===== src/rtl/seq_player.sv =====
// Plays len register-file entries as timed tones; optional abort input via SEQ_PLAYER_ABORT_EN.
// Each element takes 1+ON_CYCLES+OFF_CYCLES cycles; start is ignored while busy.
module seq_player #(
   parameter int ON_CYCLES  = 4,
   parameter int OFF_CYCLES = 2,
   parameter int CNT_W      = 8
) (
   input  logic       clk,
   input  logic       rst_n,
   input  logic       start,
   input  logic [4:0] len,
`ifdef SEQ_PLAYER_ABORT_EN
   input  logic       abort,
`endif
   output logic [3:0] rd_sel,
   input  logic [2:0] rd_data,
   output logic [2:0] tone_idx,
   output logic       tone_valid,
   output logic       busy,
   output logic       done
);

   typedef enum logic [2:0] {
      S_IDLE,
      S_FETCH,
      S_ON,
      S_OFF,
      S_DONE
   } state_t;

   localparam logic [CNT_W-1:0] ON_LAST  = CNT_W'(ON_CYCLES - 1);
   localparam logic [CNT_W-1:0] OFF_LAST = CNT_W'(OFF_CYCLES - 1);

   state_t           state;
   logic [CNT_W-1:0] cnt;
   logic [4:0]       len_q;
   logic             last_elem;
   logic             abort_req;

`ifdef SEQ_PLAYER_ABORT_EN
   assign abort_req = abort;
`else
   assign abort_req = 1'b0;
`endif

   // rd_sel doubles as the element index, so it never needs to go past len-1.
   assign last_elem = ({1'b0, rd_sel} == (len_q - 5'd1));

   always_ff @(posedge clk or negedge rst_n) begin
      if (!rst_n) begin
         state      <= S_IDLE;
         rd_sel     <= '0;
         tone_idx   <= '0;
         tone_valid <= 1'b0;
         busy       <= 1'b0;
         done       <= 1'b0;
         cnt        <= '0;
         len_q      <= '0;
      end else if (abort_req && (state != S_IDLE)) begin
         state      <= S_IDLE;
         tone_valid <= 1'b0;
         busy       <= 1'b0;
         done       <= 1'b0;
         cnt        <= '0;
      end else begin
         case (state)
            S_IDLE: begin
               if (start) begin
                  busy <= 1'b1;
                  if (len == 5'd0) begin
                     state <= S_DONE;
                     done  <= 1'b1;
                  end else begin
                     state  <= S_FETCH;
                     rd_sel <= '0;
                     len_q  <= (len > 5'd16) ? 5'd16 : len;
                  end
               end
            end
            S_FETCH: begin
               tone_idx   <= rd_data;
               tone_valid <= 1'b1;
               cnt        <= ON_LAST;
               state      <= S_ON;
            end
            S_ON: begin
               if (cnt != '0) begin
                  cnt <= cnt - 1'b1;
               end else begin
                  tone_valid <= 1'b0;
                  cnt        <= OFF_LAST;
                  state      <= S_OFF;
               end
            end
            S_OFF: begin
               if (cnt != '0) begin
                  cnt <= cnt - 1'b1;
               end else if (last_elem) begin
                  state <= S_DONE;
                  done  <= 1'b1;
               end else begin
                  rd_sel <= rd_sel + 4'd1;
                  state  <= S_FETCH;
               end
            end
            S_DONE: begin
               done  <= 1'b0;
               busy  <= 1'b0;
               state <= S_IDLE;
            end
            default: state <= S_IDLE;
         endcase
      end
   end

endmodule


===== config.mk =====
export PLATFORM = sky130hd
export DESIGN_NAME = seq_player
export DESIGN_NICKNAME = d
export VERILOG_FILES = /design/src/rtl/seq_player.sv
export SDC_FILE = /design/constraint.sdc
export NUM_CORES = 1
export LEC_CHECK = 0
export CORE_AREA = 2 2 74 76
export CTS_CLUSTER_DIAMETER = 80
export DETAILED_ROUTE_END_ITERATION = 10
export DIE_AREA = 0 0 76 78
export PLACE_DENSITY = 0.52
export RECOVER_POWER = 50
export SLEW_MARGIN = 15
export SYNTH_ARGS = -nofsm -noshare
export SYNTH_HDL_FRONTEND = slang
export SYNTH_SLANG_ARGS = --single-unit
export TNS_END_PERCENT = 20

===== constraint.sdc =====
create_clock -name clk -period 4.35 [get_ports clk]
set_clock_uncertainty 0.1 [all_clocks]
set_input_delay 0.87 -clock clk [delete_from_list [all_inputs] [get_ports clk]]
set_output_delay 0.87 -clock clk [all_outputs]
set_load 0.1 [all_outputs]

==> impl_metrics.json, run 1 <==
{
  "path_clk_slew_ps": 100,
  "clockBufferDepth": 2,
  "gr-total-overflow": 0,
  "first_iter_violations": 68,
  "slew_headroom_pct": 4.613,
  "synth_top_area_share_pct": 42.38,
  "ant_nets": 0,
  "path_cells": "clkdlybuf4s50_1",
  "ctsResizeCount": 0,
  "antenna_cells": 0,
  "synth_area_leaders": "dfrtp_1, xor2_1, nand2_1, nor2_1, ha_1",
  "clock.fmax_mhz": 345.6,
  "synth_top_cell_by_area": "dfrtp_1",
  "tightest_slew_ps": 1431,
  "peakVddDrop_mv": 0.4935,
  "ys.flop_type": "dfrtp_1",
  "hold_viol_final": 0,
  "vias": 1195,
  "rsz0062_at_grt": "no",
  "crit_slowest_cell": "clkdlybuf4s50_1",
  "grt_max_degree": 27,
  "postCtsHoldBufs": 0,
  "synth_fp_nets": 167,
  "syn2layout_area_growth_pct": 21.92,
  "path_class": "flop to output pin",
  "max-cap-violations": 0,
  "routed_wl_um": 3250,
  "worst_ep_arrival_time_ps": 1920,
  "fill_cells": 494,
  "grt_usage_pct": 12.20,
  "core_area_mm2": 0.005042,
  "fin_crit_ps": 2893,
  "vias_per_cell": 4.938,
  "critPathMaxFanout": 6,
  "drtPass1Iterations": 4,
  "drive_gt1_share_pct": 12.79,
  "synthArstFlopShare_pct": 100.0,
  "cts-buffers-inserted": 3,
  "grt_first_pass_wirelength_um": 5802,
  "dp_worst_setup_slack_ps": 1602,
  "drv_slew": 0,
  "first_global_vias": 1254,
  "final_common_cell": "dfrtp_1",
  "insertion_delay_ps": 280,
  "synth_cell_types": 47,
  "htree_levels": 1,
  "row_count": 26,
  "worstPathRequired_ps": 3380,
  "clock_sinks": 26,
  "critPathBufInv": 1,
  "synthesis.area_mm2": 0.001535,
  "dieArea_mm2": 0.005928,
  "boundaryPins": 21,
  "yosysSeqAreaShare_pct": 42.38,
  "multiInputGateArea_um2": 828.3,
  "synth_edf_count": 0,
  "startpoint_type": "flop",
  "die_y_um": 78,
  "synth_warnings": 0,
  "post-route-period-util_pct": 66.51,
  "final.setup.tns_ps": 0,
  "cp-end-kind": "output pin",
  "cts-root-buf": "clkbuf_8",
  "setup_viol": 0,
  "nNetsFinal": 188,
  "final_cell_mix": "dfrtp_1, clkdlybuf4s50_1, nand2_1",
  "power_density_mw_per_mm2": 834.0,
  "ys_ff_latch": 26,
  "cts_setup_buffers": 0,
  "status": "completed",
  "avgSynthCellArea_um2": 10.10,
  "place_congestion": 0.7625,
  "drc_errors": 0,
  "seqCellArea_um2": 650.6,
  "start_util_pct": 30.45,
  "detailedPlacementHpwl_um": 2423,
  "crit_family": "buffers and inverters",
  "antenna_found_initial": 0,
  "routedWlPerCell_um": 13.43,
  "portBuffers": 20,
  "hp-class": "flop to flop",
  "leakagePower_nw": 0.7858,
  "synthCells": 152,
  "cpPeakStageDelay_ps": 1170,
  "setup_ws_ps": 1457,
  "die_w_um": 76,
  "cts_tree": "built"
}
## report_power, final
group          total [mW]  switching (mW)  internal (mW)
Combinational       0.876           0.586          0.290
Sequential          0.478           0.132          0.346
Clock               0.206          0.0830          0.123
## kinds of logic after synthesis
kind of cell	synth area share, %
xor gates and xnor gates	6.275
adders and majority gates	3.260
and+or+nand+nor	22.90
AOI/OAI and AO/OA	17.04
DFF	42.38
buffers and inverters	3.667
muxes	4.482
## cell type report
| class | instances | share of cell area (%) |
|---|---|---|
| inverters | 8 | 1.604 |
| multi-input cells | 113 | 44.25 |
| well taps | 70 | 4.679 |
| clock inverters | 1 | 1.604 |
| clock buffers | 3 | 2.206 |
| repair buffers | 21 | 10.90 |
| flip-flops and latches | 26 | 34.76 |
## sequential cells by signal, indices dropped and copies added, names as in the netlist
register	flops
cnt	8
rd_sel	4
len_q	5
state	3
tone_valid	1
done	1
tone_idx	3
busy	1
## final timing paths
kind / start / slack [ps] / end / cells after the start
hold reg to reg: tone_idx[1]$_DFFE_PN0P_ / 420 / tone_idx[1]$_DFFE_PN0P_ / 1
max in group asynchronous: rst_n / 1970 / cnt[3]$_DFFE_PN0P_ / 2
min in group asynchronous: rst_n / 1330 / len_q[2]$_DFFE_PN0P_ / 2
setup reg to reg: len_q[0]$_DFFE_PN0P_ / 2000 / rd_sel[3]$_DFFE_PN0P_ / 7
hold / removal: tone_idx[1]$_DFFE_PN0P_ / 420 / tone_idx[1]$_DFFE_PN0P_ / 1
setup / recovery: rd_sel[0]$_DFFE_PN0P_ / 1460 / rd_sel[0] / 1
## cell usage after synthesis, types with 2 or more instances
library cell,n
nor3_2,2
buf_2,3
dfrtp_1,26
and3_1,2
a2111oi_2,2
a21oi_1,7
mux2i_1,2
xor2_1,10
inv_1,8
nor3_1,4
o2bb2ai_1,3
nor2_1,15
a22o_1,2
nand3b_1,6
nand3_1,6
ha_1,4
nand2_1,17
mux2_2,3
a2111oi_0,2
## metal layers
| metal | track usage, % | wire [µm] | vias to the layer above | share of wire (%) |
|---|---|---|---|---|
| li1 | - | - | 583 | - |
| met1 | 14.95 | 1504 | 580 | 46 |
| met2 | 21.34 | 1571 | 27 | 48 |
| met3 | 1.395 | 98 | 5 | 3.0 |
| met4 | 6.000 | 76 | 0 | 2.3 |
| met5 | 0 | 0 | - | 0 |
## stage by stage
step	util [%]	std cells	cell area (µm²)	hold WS, ps	power, mW
after global placement	35.78	238	1804	396.7	1.350
after CTS	37.20	242	1876	422.0	1.574
after global routing	37.12	242	1872	450.5	1.665
after detailed placement	35.78	238	1804	394.7	1.362
after floorplan	-	152	1535	384.2	1.162
final	37.12	242	1872	417.8	1.561
No activity file was read; power rests on OpenSTA's default activity.
==> run 2, diff against run 1 <==
PLACE_DENSITY = 0.54   (was 0.52)
clock period = 2.6 ns   (was 4.35 ns; I/O delays follow)
==> run 2 against run 1 <==
Effect of this change:
- non-clock buffer count rose by 2
- setup slack got worse by 1100 ps
- critical endpoint is now rd_sel[0]$_DFFE_PN0P_
- combinational power rose by 67%
==> impl_metrics.json, run 2 (synthesized netlist as in run 1, its figures left out) <==
{
  "status": "completed",
  "cts-root-buf": "clkbuf_8",
  "ant_nets": 0,
  "startpoint": "len_q[0]$_DFFE_PN0P_",
  "vias": 1195,
  "worstReg2RegStart": "len_q[0]$_DFFE_PN0P_",
  "largest_register_ffs": 8,
  "final.setup.tns_ps": 0,
  "utilization_pct": 36.63,
  "final_cell_mix": "dfrtp_1, nand2_1, nor2_1",
  "row_count": 26,
  "ff2ff_setup_slack_ps": 340,
  "grt_first_pass_wirelength_um": 5623,
  "r2r_cells": 7,
  "worstPathRequired_ps": 2670,
  "path_class": "flop to flop",
  "worst_ep_arrival_time_ps": 2330,
  "portBuffers": 20,
  "slew_headroom_pct": 3.566,
  "power_density_mw_per_mm2": 1397,
  "drtPass1Iterations": 4,
  "seqCellArea_um2": 650.6,
  "routed_wl_um": 3233,
  "rsz0062_at_grt": "no",
  "hold_ws_ps": 415.5,
  "regToRegEndpoint": "rd_sel[0]$_DFFE_PN0P_",
  "dieArea_mm2": 0.005928,
  "grt_max_degree": 27,
  "setup_viol": 0,
  "die_y_um": 78,
  "first_iter_violations": 26,
  "core_area_mm2": 0.005042,
  "antenna_found_initial": 0,
  "crit_end": "rd_sel[0]$_DFFE_PN0P_",
  "grt_usage_pct": 11.75,
  "tightest_slew_ps": 1447,
  "path_clk_slew_ps": 100,
  "final_common_cell": "dfrtp_1",
  "cts_setup_buffers": 0,
  "first_global_vias": 1240,
  "cts_tree": "built",
  "syn2layout_area_growth_pct": 20.29,
  "hold_viol_final": 0,
  "max-cap-violations": 0,
  "vias_per_cell": 4.898,
  "insertion_delay_ps": 290,
  "top_regs": "cnt: 8 flops, len_q: 5 flops, rd_sel: 4 flops",
  "peakVddDrop_mv": 0.7528,
  "clock.fmax_mhz": 442.8,
  "clock_sinks": 26,
  "drive_gt1_share_pct": 17.24,
  "ctsResizeCount": 0,
  "cp-end-kind": "flop",
  "multiInputGateArea_um2": 828.3,
  "fin_crit_ps": 2258,
  "cts-buffers-inserted": 3,
  "critPathMaxFanout": 5,
  "drc_errors": 0,
  "nNetsFinal": 190,
  "start_util_pct": 30.45,
  "drv_slew": 0,
  "top_register": "cnt",
  "die_w_um": 76,
  "gr-total-overflow": 0,
  "detailedPlacementHpwl_um": 2505,
  "postCtsHoldBufs": 0,
  "antenna_cells": 0,
  "post-route-period-util_pct": 86.86,
  "fill_cells": 510,
  "clockBufferDepth": 2,
  "htree_levels": 1,
  "place_congestion": 0.7280,
  "boundaryPins": 21,
  "hp-class": "flop to flop",
  "routedWlPerCell_um": 13.25,
  "startpoint_type": "flop",
  "leakagePower_nw": 0.7913
}
## run 2: cell count changes in the layout (fill, tap and decap cells not counted)
| cell | delta |
|---|---|
| clkdlybuf4s50_1 | -10 |
| buf_4 | +8 |
| clkbuf_1 | +4 |
## run 2: critical path: stages, from the launching register on
cell and delay, ps:
dfrtp_1 440, inv_1 60, ha_1 220, xnor2_1 220
mux2i_1 300, o21ai_2 140, a211oi_4 350, mux2_4 330
## run 2: area by class of cell
type	count	share of cell area, %
Tap cell	70	4.743
Sequential cell	26	35.23
Multi-Input combinational cell	113	44.85
Clock buffer	3	2.236
Timing Repair Buffer	23	9.688
Inverter	8	1.626
Clock inverter	1	1.626
## run 2: worst min path at each step
stage | from | end | slack [ps] | depth (start not counted)
after global placement | tone_idx[0]$_DFFE_PN0P_ | tone_idx[0]$_DFFE_PN0P_ | 390 | 1
after CTS | tone_idx[0]$_DFFE_PN0P_ | tone_idx[0]$_DFFE_PN0P_ | 420 | 1
after global routing | tone_idx[2]$_DFFE_PN0P_ | tone_idx[2]$_DFFE_PN0P_ | 450 | 1
final | tone_idx[0]$_DFFE_PN0P_ | tone_idx[0]$_DFFE_PN0P_ | 420 | 1
after floorplan | rst_n | busy$_DFFE_PN0P_ | 120 | 0
after detailed placement | tone_idx[0]$_DFFE_PN0P_ | tone_idx[0]$_DFFE_PN0P_ | 400 | 1
## run 2: per-stage QoR
stage	setup WS [ps]	power [mW]	instance area, µm²	instances
finish	341.7	2.580	1847	244
CTS	331.6	2.636	1866	244
global route	122.3	2.747	1847	244
global placement	274.7	2.251	1794	240
floorplan	178.0	1.944	1535	152
detailed placement	236.0	2.283	1794	240
## run 2: per-layer routing
metal / up-vias / global-route usage (%) / wire [µm]
li1: 582 / - / -
met1: 592 / 13.82 / 1434
met2: 16 / 20.89 / 1655
met3: 5 / 1.628 / 68
met4: 0 / 6.182 / 75
met5: - / 0 / 0
## run 2: report_power, final
| part | switching, mW | leakage [nW] | total [mW] | internal (mW) |
|---|---|---|---|---|
| combinational | 1.02 | 0.435 | 1.46 | 0.448 |
| sequential | 0.193 | 0.320 | 0.773 | 0.580 |
| clock | 0.138 | 0.0357 | 0.344 | 0.207 |
